==> config.mk <==
export PLATFORM = sky130hd
export DESIGN_NAME = core_flat
export DESIGN_NICKNAME = d
export VERILOG_FILES = /design/src/rtl/core_if.sv /design/src/rtl/core.sv /design/src/flat_wrapper.sv
export SDC_FILE = /design/constraint.sdc
export NUM_CORES = 1
export LEC_CHECK = 0
export BUFFER_PORTS_ARGS = -buffer_cell sky130_fd_sc_hd__buf_2
export CAP_MARGIN = 20
export CORE_UTILIZATION = 55
export CTS_CLUSTER_SIZE = 24
export DETAILED_ROUTE_END_ITERATION = 10
export PLACE_DENSITY = 0.76
export SLEW_MARGIN = 10
export SYNTH_ARGS = -nofsm -noshare
export SYNTH_HDL_FRONTEND = slang
export SYNTH_SLANG_ARGS = --single-unit
==> constraint.sdc <==
create_clock -name clock -period 2.4 [get_ports clock]
set_input_delay 0.12 -clock clock [delete_from_list [all_inputs] [get_ports clock]]
set_output_delay 0.12 -clock clock [all_outputs]
set_load 0.01 [all_outputs]
==> src/rtl/core_if.sv <==
// rtl/core_if.sv - control, code-RAM and display interfaces of the accumulator core
// Direction in each modport is seen from the side named by the modport.

interface core_control;
  logic running;
  logic halted;

  modport master (output running, input halted);
  modport slave  (input running, output halted);
endinterface

interface ram_bus #(
  parameter int WIDTH      = 16,
  parameter int ADDR_WIDTH = 12
);
  logic                  clock;
  logic [ADDR_WIDTH-1:0] addr;
  logic [WIDTH-1:0]      read;

  modport master (output clock, output addr, input read);
  modport slave  (input clock, input addr, output read);
endinterface

interface display #(
  parameter int WIDTH = 16
);
  logic [WIDTH-1:0] value;
  logic             valid;

  modport master (output value, output valid);
  modport slave  (input value, input valid);
endinterface

==> src/rtl/core.sv <==
// rtl/core.sv - two-cycle fetch/execute accumulator core with immediate-only ISA
// The code RAM is registered, so the word addressed during FETCH is decoded in EXEC.

module core #(
  parameter int WIDTH      = 16,
  parameter int ADDR_WIDTH = 12
) (
  input  logic          clock,
  input  logic          reset,
  core_control.slave    ctrl,
  ram_bus.master        code_ram,
  display.master        disp
);

  typedef enum logic [1:0] {IDLE, FETCH, EXEC} state_t;

  localparam logic [3:0] OP_ADDI = 4'h0;
  localparam logic [3:0] OP_SUBI = 4'h1;
  localparam logic [3:0] OP_LDI  = 4'h2;
  localparam logic [3:0] OP_JMP  = 4'h3;
  localparam logic [3:0] OP_JZ   = 4'h4;
  localparam logic [3:0] OP_OUT  = 4'h5;
  localparam logic [3:0] OP_HALT = 4'hE;
  localparam logic [3:0] OP_LDHI = 4'hF;

  state_t                state, state_nxt;
  logic [ADDR_WIDTH-1:0] pc, pc_nxt;
  logic [WIDTH-1:0]      sum, sum_nxt;
  logic                  halted, halted_nxt;
  logic [WIDTH-1:0]      value, value_nxt;
  logic                  valid, valid_nxt;

  logic [3:0]            op;
  logic [11:0]           imm;

  assign op  = code_ram.read[15:12];
  assign imm = code_ram.read[11:0];

  assign code_ram.clock = clock;
  assign code_ram.addr  = pc;
  assign ctrl.halted    = halted;
  assign disp.value     = value;
  assign disp.valid     = valid;

  always_ff @(posedge clock) begin
    if (reset) begin
      state  <= IDLE;
      pc     <= '0;
      sum    <= '0;
      halted <= 1'b0;
      value  <= '0;
      valid  <= 1'b0;
    end else begin
      state  <= state_nxt;
      pc     <= pc_nxt;
      sum    <= sum_nxt;
      halted <= halted_nxt;
      value  <= value_nxt;
      valid  <= valid_nxt;
    end
  end

  always_comb begin
    state_nxt  = state;
    pc_nxt     = pc;
    sum_nxt    = sum;
    halted_nxt = halted;
    value_nxt  = value;
    valid_nxt  = 1'b0;
    case (state)
      IDLE: begin
        if (ctrl.running && !halted) state_nxt = FETCH;
      end
      FETCH: begin
        // Once fetched, the instruction always executes even if running drops.
        state_nxt = EXEC;
      end
      EXEC: begin
        state_nxt = ctrl.running ? FETCH : IDLE;
        pc_nxt    = pc + ADDR_WIDTH'(1);
        case (op)
          OP_ADDI: sum_nxt = sum + WIDTH'(imm);
          OP_SUBI: sum_nxt = sum - WIDTH'(imm);
          OP_LDI:  sum_nxt = WIDTH'(imm);
          OP_JMP:  pc_nxt  = ADDR_WIDTH'(imm);
          OP_JZ:   if (sum == '0) pc_nxt = ADDR_WIDTH'(imm);
          OP_OUT: begin
            value_nxt = sum;
            valid_nxt = 1'b1;
          end
          OP_HALT: begin
            halted_nxt = 1'b1;
            state_nxt  = IDLE;
          end
          OP_LDHI: sum_nxt[15:8] = imm[7:0];
          default: ;
        endcase
      end
      default: state_nxt = IDLE;
    endcase
  end

endmodule

==> src/flat_wrapper.sv <==
// flat-port wrapper written by rule: the top's interface ports become plain ports
module core_flat 
#(
  parameter int WIDTH      = 16,
  parameter int ADDR_WIDTH = 12
)
  (clock, reset, ctrl_running, ctrl_halted, code_ram_clock, code_ram_addr, code_ram_read, disp_value, disp_valid);
  core_control ctrl_i ();
  ram_bus #(.WIDTH(WIDTH), .ADDR_WIDTH(ADDR_WIDTH)) code_ram_i ();
  display #(.WIDTH(WIDTH)) disp_i ();
  input  logic clock;
  input  logic reset;
  input wire logic [$bits(ctrl_i.running)-1:0] ctrl_running;
  output wire logic [$bits(ctrl_i.halted)-1:0] ctrl_halted;
  output wire logic [$bits(code_ram_i.clock)-1:0] code_ram_clock;
  output wire logic [$bits(code_ram_i.addr)-1:0] code_ram_addr;
  input wire logic [$bits(code_ram_i.read)-1:0] code_ram_read;
  output wire logic [$bits(disp_i.value)-1:0] disp_value;
  output wire logic [$bits(disp_i.valid)-1:0] disp_valid;
  assign ctrl_i.running = ctrl_running;
  assign ctrl_halted = ctrl_i.halted;
  assign code_ram_clock = code_ram_i.clock;
  assign code_ram_addr = code_ram_i.addr;
  assign code_ram_i.read = code_ram_read;
  assign disp_value = disp_i.value;
  assign disp_valid = disp_i.valid;
  core #(.WIDTH(WIDTH), .ADDR_WIDTH(ADDR_WIDTH)) u_core (.clock(clock), .reset(reset), .ctrl(ctrl_i), .code_ram(code_ram_i), .disp(disp_i));
endmodule
==> impl_metrics.yaml <==
setup_path:
  crit_slowest_cell: "fa_2"
  crit_buf_inv: 1
  crit_arrival_ns: 2.64
  required_ns: 2.71
  worstPathMaxFanout: 4
  cp-start-kind: "flop"
  worstPathCellList: "inv_2, ha_4, fa_2, nor2b_2, o211ai_1, and2_4, o21ai_2, xnor2_1, a22oi_1, a311oi_1"
  end_kind: "flop"
  critPathTopFamily: "compound AO/OA/AOI/OAI gates"
  cp_slowest_stage_delay_ns: 0.41
  critPathKind: "reg2reg"
power_and_ir_drop:
  finalPower_w: 0.00185
  power_density_nw_per_um2: 400
  leakage_nw: 2.05
  peakVddDrop_mv: 0.380
global_routing:
  grt_start_max_net_pins: 41
  antenna_found_initial: 0
  track_usage_pct: 33.3
  grt_pass1_vias: 3842
  grt_pass1_wl_mm: 18.8
  gr-total-overflow: 0
timing:
  fmax_mhz: 430
  tns_ns: 0
  hold_viol_final: 0
  whs_ns: 0.0384
  finClkSkew_ns: 0.00924
  final_max_slew_viol_count: 0
  period_minus_slack_ns: 2.32
  tightest_slew_ns: 0.748
  setup-violations-final: 0
  max_slew_margin_pct: 49.7
  finalCritPeriodShare_pct: 96.9
cells_and_area:
  fin_util_pct: 68.3
  multi_input_area_um2: 2750
  final_layout_size_suffix_gt1_share_pct: 23.5
  final_cell_area_um2: 4620
  fin_nets: 630
  num-fill-cells: 601
  antenna_cells: 0
  layout_common_cells: "nor2_1, buf_2, dfxtp_1, buf_4"
  syn_to_final_growth_pct: 20.4
  register_area_um2: 963
  final_common_cell: "nor2_1"
synthesis:
  synth-xor-area-share_pct: 3.20
  syn_avg_cell_area_um2: 7.47
  synthMuxAreaShare_pct: 4.70
  synth_warnings: 0
  yosys.cell_types.count: 65
  syn-num-nets: 560
  synth_compound_area_share_pct: 27.8
  synthSimpleGateAreaFrac_pct: 23.5
  ys_ff_latch: 48
  syn-instance-count: 513
  synth_ff_type: "dfxtp_1"
  synth_edf_count: 0
  seq_area_frac_synth_pct: 25.1
  synthTopCellsByArea: "dfxtp_1, ha_1, nor2_1, o21ai_0, a21oi_1"
  yosys.area.top_type: "dfxtp_1"
  synth_top_family_by_area: "compound AO/OA/AOI/OAI gates"
  async_reset_ff_share_pct: 0
  syn_area_um2: 3830
  synthAdderAreaFrac_pct: 9.53
  yosysTopAreaCellShare_pct: 25.1
routing:
  wl_per_cell_um: 17.6
  vias: 4113
  drt-pass1-iter-count: 5
  routed_wl_mm: 11.7
  avgViaCountPerCell: 6.20
  drt_iter0_markers: 255
  route.antenna.remaining_nets: 0
  drc: 0
die:
  start_util_pct: 56.7
  die_h_um: 85.5
  coreArea_um2: 6760
  die_area_um2: 7310
  boundaryPins: 50
  die_x_um: 85.5
  num_rows: 30
placement:
  gp_congestion: 0.965
  port_buffers: 49
  postPlaceCellArea_um2: 4350
  hpwl_mm: 8.80
cts:
  clk_pin_slew_ns: 0.10
  clock_latency_ns: 0.41
  tritoncts: "done"
status:
  status: "finished clean"
job:
  drv_cap: 0
min_path:
  hold_path_class: "in2reg"
state kept, by name, summed over array words and instances (netlist names):
name and cells:
u_core.code_ram.addr 12, u_core.ctrl.halted 1, u_core.disp.valid 1, u_core.disp.value 16
u_core.state 2, u_core.sum 16
cell type report:
| cell class | instances | area share [%] |
|---|---|---|
| clock buffer | 10 | 2.79 |
| tap | 80 | 2.17 |
| clock inverter | 1 | 0.190 |
| multi-input combinational | 408 | 59.6 |
| sequential | 48 | 20.9 |
| timing repair buffer | 92 | 12.4 |
| inverter | 24 | 1.95 |
cells by family after synthesis:
family / count (synthesis)
XOR/XNOR: 14
adder cells (fa/ha/maj): 28
multiplexers: 18
flip-flops: 48
AO/OA/AOI/OAI: 166
AND/OR/NAND/NOR: 182
buffers and inverters: 57
worst paths after layout:
check	startpoint	end	slack, ns	depth (start not counted)
worst min register to register	u_core.state[0]	u_core.state[0]	0.48	1
worst max-delay path	u_core.sum[0]	u_core.sum[8]	0.08	10
worst max register to register	u_core.sum[0]	u_core.sum[8]	0.08	10
worst min-delay path	code_ram_read[0]	u_core.code_ram.addr[0]	0.04	3
worst register-to-register path, delay by kind of cell (launching register included):
kind / cells / cell delay, ns
adder cells (fa/ha/maj): 2 / 0.56
buffers and inverters: 1 / 0.06
AND/OR/NAND/NOR: 2 / 0.34
flip-flops: 1 / 0.37
AO/OA/AOI/OAI: 4 / 0.74
XOR/XNOR: 1 / 0.16
power breakdown:
group | total, W | internal [W] | switching, W
Sequential | 0.000815 | 0.000804 | 0.0000109
Clock | 0.000688 | 0.000349 | 0.000339
Combinational | 0.000344 | 0.000136 | 0.000207
Total | 0.00185 | 0.00129 | 0.000557
through the flow:
step                      setup slack (ns)  instances
after floorplan                      0.187        513
after global placement              0.0664        651
after detailed placement           -0.0421        651
after CTS                           0.0297        662
after global routing               -0.0165        663
final                               0.0750        663
Yosys cell counts, types with 13 or more instances:
library cell,n
nor2_1,62
dfxtp_1,48
o21ai_0,41
a21oi_1,40
nand2_1,36
ha_1,26
inv_1,24
clkbuf_1,20
mux2i_1,18
a211oi_1,13
nand3_1,13
xnor2_1,13
metal layers:
layer / track usage [%] / vias to the layer above / share of wire (%)
met5: 0 / - / 0
met4: 16.5 / 0 / 4.5
met3: 5.97 / 48 / 6.6
met2: 56.6 / 169 / 47
met1: 40.6 / 1901 / 42
li1: - / 1995 / -
timing repair:
item / in CTS / in global routing
hold endpoints to repair: 1 / 0
gates resized for setup: 3 / 25
cloned: 0 / 0
pin swaps: 1 / 11
buffers inserted: 0 / 1
endpoints found under the setup margin: 3 / 8
hold buffers: 1 / 0
(Power assumes the default switching activity.)
